### src/rtl/fu_cla_pipe.sv
// fu_cla_pipe: pipelined carry-lookahead adder/subtractor with valid/ready on both sides.
// 4-bit lookahead groups, GRP_PER_STG groups per stage, registered stage carry,
// operand skew and result deskew; one beat per cycle, latency STAGES.
// Ports: clk, rst (sync, active-high); in_valid/in_ready, din1, din2, carry_in, sub;
//        out_valid/out_ready, dout, carry_out, overflow, zero, negative.
// Option: define FU_CLA_SAT_EN to add the saturate input (signed clamp on overflow).
module fu_cla_pipe #(
  parameter int WIDTH       = 32,
  parameter int GRP_PER_STG = 2
) (
  input  logic             clk,
  input  logic             rst,
  input  logic             in_valid,
  output logic             in_ready,
  input  logic [WIDTH-1:0] din1,
  input  logic [WIDTH-1:0] din2,
  input  logic             carry_in,
  input  logic             sub,
  output logic             out_valid,
  input  logic             out_ready,
  output logic [WIDTH-1:0] dout,
  output logic             carry_out,
  output logic             overflow,
  output logic             zero,
  output logic             negative
`ifdef FU_CLA_SAT_EN
  ,
  input  logic             saturate
`endif
);

  localparam int SW     = 4 * GRP_PER_STG;
  localparam int STAGES = WIDTH / SW;
  localparam int L      = STAGES - 1;

  // Returns {carry out, carry into bit 3, sum[3:0]}.
  function automatic logic [5:0] cla4(
    input logic [3:0] a,
    input logic [3:0] b,
    input logic       ci
  );
    logic [3:0] g, p;
    logic [4:0] c;
    g    = a & b;
    p    = a | b;
    c[0] = ci;
    c[1] = g[0] | (p[0] & ci);
    c[2] = g[1] | (p[1] & g[0]) | (p[1] & p[0] & ci);
    c[3] = g[2] | (p[2] & g[1]) | (p[2] & p[1] & g[0])
         | (p[2] & p[1] & p[0] & ci);
    c[4] = g[3] | (p[3] & g[2]) | (p[3] & p[2] & g[1])
         | (p[3] & p[2] & p[1] & g[0])
         | (p[3] & p[2] & p[1] & p[0] & ci);
    return {c[4], c[3], a ^ b ^ c[3:0]};
  endfunction

  logic [STAGES-1:0][WIDTH-1:0] a_q, a_d, b_q, b_d, r_q, r_d;
  logic [STAGES-1:0]            c_q, c_d, v_q, v_d, s_q, s_d;
  logic                         co_q, co_d, ov_q, ov_d;
  logic                         z_q, z_d, n_q, n_d;

  // Index k is the input of stage k; index 0 is the live operand beat.
  logic [STAGES:0][WIDTH-1:0]   a_in, b_in, r_in;
  logic [STAGES:0]              c_in, v_in, s_in;
  logic                         sat_w;
  logic                         adv;

`ifdef FU_CLA_SAT_EN
  assign sat_w = saturate;
`else
  assign sat_w = 1'b0;
`endif

  assign a_in = {a_q, din1};
  assign b_in = {b_q, (sub ? ~din2 : din2)};
  assign r_in = {r_q, {WIDTH{1'b0}}};
  assign c_in = {c_q, carry_in ^ sub};
  assign v_in = {v_q, in_valid};
  assign s_in = {s_q, sat_w};

  // Whole pipe advances together; no path from in_valid.
  assign adv      = ~v_q[L] | out_ready;
  assign in_ready = adv;

  always_comb begin
    logic [WIDTH-1:0] rs;
    logic [5:0]       gr;
    logic             c, c3;
    int               base;
    a_d  = a_in[STAGES-1:0];
    b_d  = b_in[STAGES-1:0];
    v_d  = v_in[STAGES-1:0];
    s_d  = s_in[STAGES-1:0];
    r_d  = '0;
    c_d  = '0;
    rs   = '0;
    gr   = '0;
    c    = 1'b0;
    c3   = 1'b0;
    base = 0;
    for (int k = 0; k < STAGES; k++) begin
      c  = c_in[k];
      rs = r_in[k];
      for (int g = 0; g < GRP_PER_STG; g++) begin
        base         = k * SW + 4 * g;
        gr           = cla4(a_in[k][base +: 4], b_in[k][base +: 4], c);
        rs[base +: 4] = gr[3:0];
        c3           = gr[4];
        c            = gr[5];
      end
      r_d[k] = rs;
      c_d[k] = c;
    end
    // c/c3 now hold the final stage's MSB group carries.
    co_d = c;
    ov_d = c ^ c3;
`ifdef FU_CLA_SAT_EN
    // On overflow both operands share a sign, which is the true result's sign.
    if (s_in[L] && ov_d) begin
      r_d[L] = a_in[L][WIDTH-1] ? {1'b1, {(WIDTH-1){1'b0}}}
                                : {1'b0, {(WIDTH-1){1'b1}}};
    end
`endif
    z_d = ~|r_d[L];
    n_d = r_d[L][WIDTH-1];
  end

  always_ff @(posedge clk) begin
    if (rst) begin
      a_q  <= '0;
      b_q  <= '0;
      r_q  <= '0;
      c_q  <= '0;
      v_q  <= '0;
      s_q  <= '0;
      co_q <= 1'b0;
      ov_q <= 1'b0;
      z_q  <= 1'b0;
      n_q  <= 1'b0;
    end else if (adv) begin
      a_q  <= a_d;
      b_q  <= b_d;
      r_q  <= r_d;
      c_q  <= c_d;
      v_q  <= v_d;
      s_q  <= s_d;
      co_q <= co_d;
      ov_q <= ov_d;
      z_q  <= z_d;
      n_q  <= n_d;
    end
  end

  assign out_valid = v_q[L];
  assign dout      = r_q[L];
  assign carry_out = co_q;
  assign overflow  = ov_q;
  assign zero      = z_q;
  assign negative  = n_q;

  // Last-stage operand copies and already-consumed skew bits are never read.
  logic unused_ok;
  assign unused_ok = ^{a_in, b_in, c_in, s_in};

endmodule
### config.mk
export PLATFORM = sky130hd
export DESIGN_NAME = fu_cla_pipe
export DESIGN_NICKNAME = d
export VERILOG_FILES = /design/src/rtl/fu_cla_pipe.sv
export SDC_FILE = /design/constraint.sdc
export NUM_CORES = 1
export LEC_CHECK = 0
export CORE_ASPECT_RATIO = 0.6
export CORE_MARGIN = 8
export CORE_UTILIZATION = 60
export CTS_CLUSTER_SIZE = 25
export DETAILED_ROUTE_END_ITERATION = 8
export MAX_ROUTING_LAYER = met4
export PLACE_DENSITY = 0.85
export SLEW_MARGIN = 20
export SYNTH_ARGS = -nofsm -noshare
export SYNTH_HDL_FRONTEND = slang
export SYNTH_SLANG_ARGS = --single-unit
### constraint.sdc
create_clock -name clk -period 6.7 [get_ports clk]
set_clock_uncertainty 0.2 [all_clocks]
set_input_delay 1.005 -clock clk [delete_from_list [all_inputs] [get_ports clk]]
set_output_delay 1.005 -clock clk [all_outputs]
set_load 0.1 [all_outputs]
==> results of run 1 <==
==> Yosys cell counts (3+ instances only) <==
master    instances
a211o_1           4
a211oi_1         40
a21o_1            3
a21oi_1         152
a221oi_1          3
buf_1             9
clkbuf_1         58
dfxtp_1         186
fa_1              8
ha_1             64
inv_1            88
nand2_1         276
nand2b_1          6
nand3_1           4
nand3b_1          9
nor2_1           49
nor2b_1           4
nor3_1           10
nor4_1            5
nor4b_1           4
o211ai_1          3
o21ai_0           4
o21ai_1           5
or3_1             3
or4_1             4
xnor2_1          31
xor2_1           17
==> worst min-delay path by stage <==
| stage | cells after the start | end | startpoint | slack [ps] |
|---|---|---|---|---|
| after floorplan | 2 | r_d[111]$_SDFFE_PP0P_ | r_d[79]$_SDFFE_PP0P_ | 230 |
| after global placement | 2 | dout[17]$_SDFFE_PP0P_ | dout[17]$_SDFFE_PP0P_ | 240 |
| after detailed placement | 2 | r_d[66]$_SDFFE_PP0P_ | r_d[34]$_SDFFE_PP0P_ | 240 |
| after CTS | 2 | a_d[91]$_SDFFE_PP0P_ | a_d[91]$_SDFFE_PP0P_ | 250 |
| after global routing | 2 | a_d[95]$_SDFFE_PP0P_ | a_d[95]$_SDFFE_PP0P_ | 270 |
| final | 2 | dout[7]$_SDFFE_PP0P_ | dout[7]$_SDFFE_PP0P_ | 250 |
==> flip-flops by register name (all words and copies together), names as in the netlist <==
name / cells
r_d: 48
zero: 1
v_q: 4
overflow: 1
carry_out: 1
c_q: 3
b_d: 48
dout: 32
a_d: 48
==> final cells by class <==
class | count | share of cell area
flip-flops and latches | 186 | 0.358
clock buffers | 21 | 0.0433
well taps | 198 | 0.0238
multi-input cells | 735 | 0.420
inverters | 89 | 0.0326
clock inverters | 11 | 0.0164
repair buffers | 111 | 0.106
==> per-stage QoR <==
| stage | setup slack [ps] | power, mW | hold slack (ps) | cells |
|---|---|---|---|---|
| 6_report | 2210 | 2.67 | 252 | 1351 |
| 5_1_grt | 2100 | 2.77 | 268 | 1351 |
| 4_1_cts | 2170 | 2.68 | 252 | 1351 |
| 3_5_place_dp | 2170 | 1.64 | 244 | 1319 |
| 3_3_place_gp | 2200 | 1.62 | 239 | 1319 |
| 2_1_floorplan | 2910 | 1.51 | 232 | 1079 |
==> power groups by stage <==
stage / Sequential (mW) / Clock, mW / Combinational [mW]
2_1_floorplan: 1.30 / 0 / 0.209
3_3_place_gp: 1.25 / 0 / 0.370
3_5_place_dp: 1.26 / 0 / 0.378
4_1_cts: 1.23 / 1.06 / 0.385
5_1_grt: 1.24 / 1.10 / 0.424
6_report: 1.24 / 1.05 / 0.384
==> worst min-delay path: stages (launching register included) <==
cell and delay (ps):
dfxtp_1 310, nand2_1 50, a21oi_1 50
==> logic make-up (layout without fill, tap and decap cells) <==
group,Yosys count,in the layout,synth area share
fa+ha+maj,72,72,0.111
flops,186,186,0.429
simple gates,386,386,0.187
xor+xnor,48,48,0.0484
compound gates,229,229,0.156
buf+inv,158,232,0.0692
==> layer usage <==
layer  part of all wire  GRT usage
met5                  0          -
met4             0.0085     0.0519
met3              0.053     0.0459
met2               0.45      0.352
met1               0.49      0.307
==> impl_metrics.env, run 1 <==
export IMPL_critical_path_class="in2out"
export IMPL_clockBufferDepth=2
export IMPL_worst_slew_pin_slew_ps=1050
export IMPL_first_pass_iters=5
export IMPL_yosysTopAreaCell="dfxtp_1"
export IMPL_cp_depth=4
export IMPL_netlist_cell_type_count=52
export IMPL_mostFrequentLayoutCell="nand2_1"
export IMPL_first_global_vias=6848
export IMPL_comb_power_share=0.144
export IMPL_maxCapViolCount=0
export IMPL_maxSlewViolCount=0
export IMPL_die_w_um=171
export IMPL_die_area_um2=18700
export IMPL_placed_area_um2=9780
export IMPL_timing_final_hold_violations=0
export IMPL_cts_tree="done"
export IMPL_ys_seq_area_frac=0.429
export IMPL_grt_use_total=0.229
export IMPL_dieHeight_um=109
export IMPL_layout_common_cells="nand2_1 (276), dfxtp_1 (186), a21oi_1 (152)"
export IMPL_p_sw_uw=699
export IMPL_rrSetupSlack_ps=3370
export IMPL_crit_top_cell="clkdlybuf4s50_1"
export IMPL_cts_setup_buffers=0
export IMPL_seqPwrFrac=0.462
export IMPL_synthesis_area_um2=8680
export IMPL_regArea_um2=3720
export IMPL_viasPerCell=5.33
export IMPL_gp_congestion=0.809
export IMPL_cp_slowest_cell="clkdlybuf4s50_1"
export IMPL_status="finished clean"
export IMPL_synth_nets=1221
export IMPL_worstReg2RegEnd="zero$_SDFFE_PP0P_"
export IMPL_wl_per_cell_um=14.9
export IMPL_drcViolationCount=0
export IMPL_multi_input_area_um2=4370
export IMPL_worst_setup_path_start_kind="primary input"
export IMPL_grt_pass1_wl_um=33500
export IMPL_setup_viol=0
export IMPL_io_buffers=107
export IMPL_hpwl_um=13500
export IMPL_synth_avg_cell_area_um2=8.05
export IMPL_max_freq_ghz=0.223
export IMPL_p_leak_nw=4.16
export IMPL_syn2layout_area_growth_pct=19.7
export IMPL_rsz0062_at_grt="false"
export IMPL_slowest_delay_ps=1260
export IMPL_drive_gt1_frac=0.0356
export IMPL_yosysTopAreaCellShare=0.429
export IMPL_insertion_delay_ps=410
export IMPL_crit_start="out_ready"
export IMPL_fin_crit_ps=4490
export IMPL_cts_root_buf="clkbuf_16"
export IMPL_crit_path_end_kind="primary output"
export IMPL_r2r_cells=12
export IMPL_clockPowerShare=0.394
export IMPL_cp_buffers_inverters=3
export IMPL_crit_chain="clkdlybuf4s50_1 -> nor2b_4 -> inv_6 -> clkdlybuf4s50_1"
export IMPL_p_int_mw=1.97
export IMPL_fin_area_um2=10400
export IMPL_drt_iter0_drc=692
export IMPL_drt_total_wl_um=20200
export IMPL_clk_pin_slew_ps=70
export IMPL_setup_worst_path_end="in_ready"
export IMPL_syn_inst=1079
export IMPL_cts_sinks=186
export IMPL_antenna_found_initial=0
export IMPL_fillers=1107
export IMPL_synthFlopType="dfxtp_1"
export IMPL_critical_path_max_fanout=93
export IMPL_grt_max_degree=109
export IMPL_fp_row_count=34
export IMPL_initial_core_util=0.606
export IMPL_cp_data_required_time_ps=5490
export IMPL_final_util=0.725
export IMPL_period_share=0.670
export IMPL_cts_hold_fix_buffers=0
export IMPL_hold_path_class="reg2reg"
export IMPL_ant_nets=0
export IMPL_yosys_register_bits=186
export IMPL_async_flop_share=0
export IMPL_ios=108
export IMPL_synth_edff_count=0
export IMPL_switching_share=0.262
export IMPL_slew_headroom=0.302
export IMPL_num_vias=7195
export IMPL_ir_drop_v=0.000174
export IMPL_synth_warnings=0
export IMPL_reg2reg_from="a_d[120]$_SDFFE_PP0P_"
export IMPL_overflow=0
export IMPL_fin_tns_setup_ps=0
export IMPL_path_delay_family="buffers and inverters"
export IMPL_core_um2=14300
export IMPL_power_density_nw_per_um2=257
export IMPL_ys_top_cells_by_area="dfxtp_1 (43%), nand2_1 (12%), ha_1 (9.2%), a21oi_1 (8.8%), inv_1 (3.8%)"
export IMPL_cts_resized=0
export IMPL_cts_buffers=17
export IMPL_final_nets=1282
export IMPL_cts_htree_levels=4
export IMPL_antennaDiodeCount=0
export IMPL_cp_data_arrival_time_ps=3290
Note: power is estimated with default switching activity, not from simulation.
==> inputs of run 2 (changes only) <==
CORE_UTILIZATION = 50   (was 60)
PLACE_DENSITY = 0.76   (was 0.85)
clock period = 4.1 ns   (was 6.7 ns; I/O delays follow)
==> impl_metrics.env, run 2 (same netlist as run 1, synthesis figures left out) <==
export IMPL_io_buffers=107
export IMPL_drt_iter0_drc=509
export IMPL_r2r_cells=12
export IMPL_fillers=1476
export IMPL_maxSlewViolCount=0
export IMPL_ant_nets=0
export IMPL_clk_pin_slew_ps=80
export IMPL_clockBufferDepth=2
export IMPL_worst_setup_path_start_kind="flip-flop"
export IMPL_power_density_nw_per_um2=402
export IMPL_ios=108
export IMPL_mostFrequentLayoutCell="nand2_1"
export IMPL_fp_row_count=37
export IMPL_cp_data_arrival_time_ps=3310
export IMPL_viasPerCell=5.07
export IMPL_critical_path_max_fanout=3
export IMPL_grt_pass1_wl_um=32200
export IMPL_fin_crit_ps=3140
export IMPL_rrSetupSlack_ps=960
export IMPL_min_delay_start="b_d[90]$_SDFFE_PP0P_"
export IMPL_layout_common_cells="nand2_1 (276), dfxtp_1 (186), a21oi_1 (152)"
export IMPL_cts_tree="done"
export IMPL_drcViolationCount=0
export IMPL_max_freq_ghz=0.319
export IMPL_die_area_um2=22000
export IMPL_dp_cells=1356
export IMPL_status="finished clean"
export IMPL_cts_buffers=17
export IMPL_hpwl_um=13400
export IMPL_timing_final_hold_violations=0
export IMPL_reg2reg_from="a_d[120]$_SDFFE_PP0P_"
export IMPL_cts_htree_levels=4
export IMPL_dieHeight_um=118
export IMPL_first_global_vias=6593
export IMPL_p_leak_nw=4.16
export IMPL_worst_slew_pin_slew_ps=1000
export IMPL_fin_cells=1388
export IMPL_die_w_um=186
export IMPL_cts_root_buf="clkbuf_16"
export IMPL_min_to="b_d[122]$_SDFFE_PP0P_"
export IMPL_drive_gt1_frac=0.0399
export IMPL_fin_tns_setup_ps=0
export IMPL_rsz0062_at_grt="false"
export IMPL_grt_max_degree=199
export IMPL_gp_congestion=0.802
export IMPL_cts_hold_fix_buffers=0
export IMPL_wl_per_cell_um=14.0
export IMPL_critical_path_class="reg2reg"
export IMPL_hold_path_class="reg2reg"
export IMPL_cts_sinks=186
export IMPL_antennaDiodeCount=0
export IMPL_core_um2=17100
export IMPL_maxCapViolCount=0
export IMPL_cp_data_required_time_ps=4270
export IMPL_syn2layout_area_growth_pct=20.1
export IMPL_period_share=0.765
export IMPL_overflow=0
export IMPL_initial_core_util=0.508
export IMPL_drt_total_wl_um=19400
export IMPL_first_pass_iters=5
export IMPL_antenna_found_initial=0
export IMPL_num_vias=7044
export IMPL_grt_use_total=0.182
export IMPL_cts_setup_buffers=0
export IMPL_worstReg2RegEnd="zero$_SDFFE_PP0P_"
export IMPL_final_nets=1283
export IMPL_setup_viol=0
export IMPL_insertion_delay_ps=440
export IMPL_cts_resized=0
export IMPL_crit_path_end_kind="flip-flop"
export IMPL_slew_headroom=0.328
export IMPL_ir_drop_v=0.000257
export IMPL_whs_path_depth=2
==> run 2: report_power, final <==
group / switching [mW] / internal, mW / leakage, nW
registers: 0.0804 / 1.93 / 1.53
clock network: 0.760 / 0.799 / 0.271
logic: 0.368 / 0.260 / 2.36
==> run 2: how the worst max path moves through the flow <==
stage / startpoint / end / slack [ps]
finish: a_d[120]$_SDFFE_PP0P_ / zero$_SDFFE_PP0P_ / 960
CTS: a_d[120]$_SDFFE_PP0P_ / zero$_SDFFE_PP0P_ / 950
detailed placement: din2[2] / r_d[37]$_SDFFE_PP0P_ / 670
floorplan: sub / r_d[37]$_SDFFE_PP0P_ / 700
global route: a_d[120]$_SDFFE_PP0P_ / zero$_SDFFE_PP0P_ / 730
global placement: din2[2] / r_d[37]$_SDFFE_PP0P_ / 730
==> run 2: stage by stage <==
stage | util | cell area (µm²) | worst slack [ps] | hold slack [ps] | power [mW]
final | 0.611 | 10400 | 964 | 250 | 4.20
after global routing | 0.611 | 10400 | 729 | 271 | 4.37
after CTS | 0.611 | 10400 | 953 | 254 | 4.23
after floorplan | - | 8680 | 696 | 232 | 2.47
after detailed placement | 0.578 | 9880 | 667 | 245 | 2.68
after global placement | 0.578 | 9880 | 730 | 241 | 2.66
==> run 2: final cells by class <==
class,instances,area [µm²],share of cell area
inverters,89,339,0.0325
clock buffers,17,425,0.0408
repair buffers,112,1150,0.110
well taps,234,293,0.0281
multi-input cells,735,4370,0.419
flip-flops and latches,186,3720,0.357
clock inverters,15,129,0.0124
==> run 2: critical path, cell delays in order, from the launching register on <==
cell       delay (ps)
dfxtp_1           360
inv_1              80
ha_1              190
nand2b_1          170
a2111o_1          440
o211ai_1          160
or2_1             170
fa_1              430
nor4_1            200
nand4b_1          130
a2111oi_0         330
nand3b_1          120
o21ai_1           110
==> run 2: layer usage <==
metal,track usage,share of wire
met2,0.262,0.43
met4,0.0435,0.0091
met3,0.0324,0.042
met1,0.259,0.52
met5,-,0
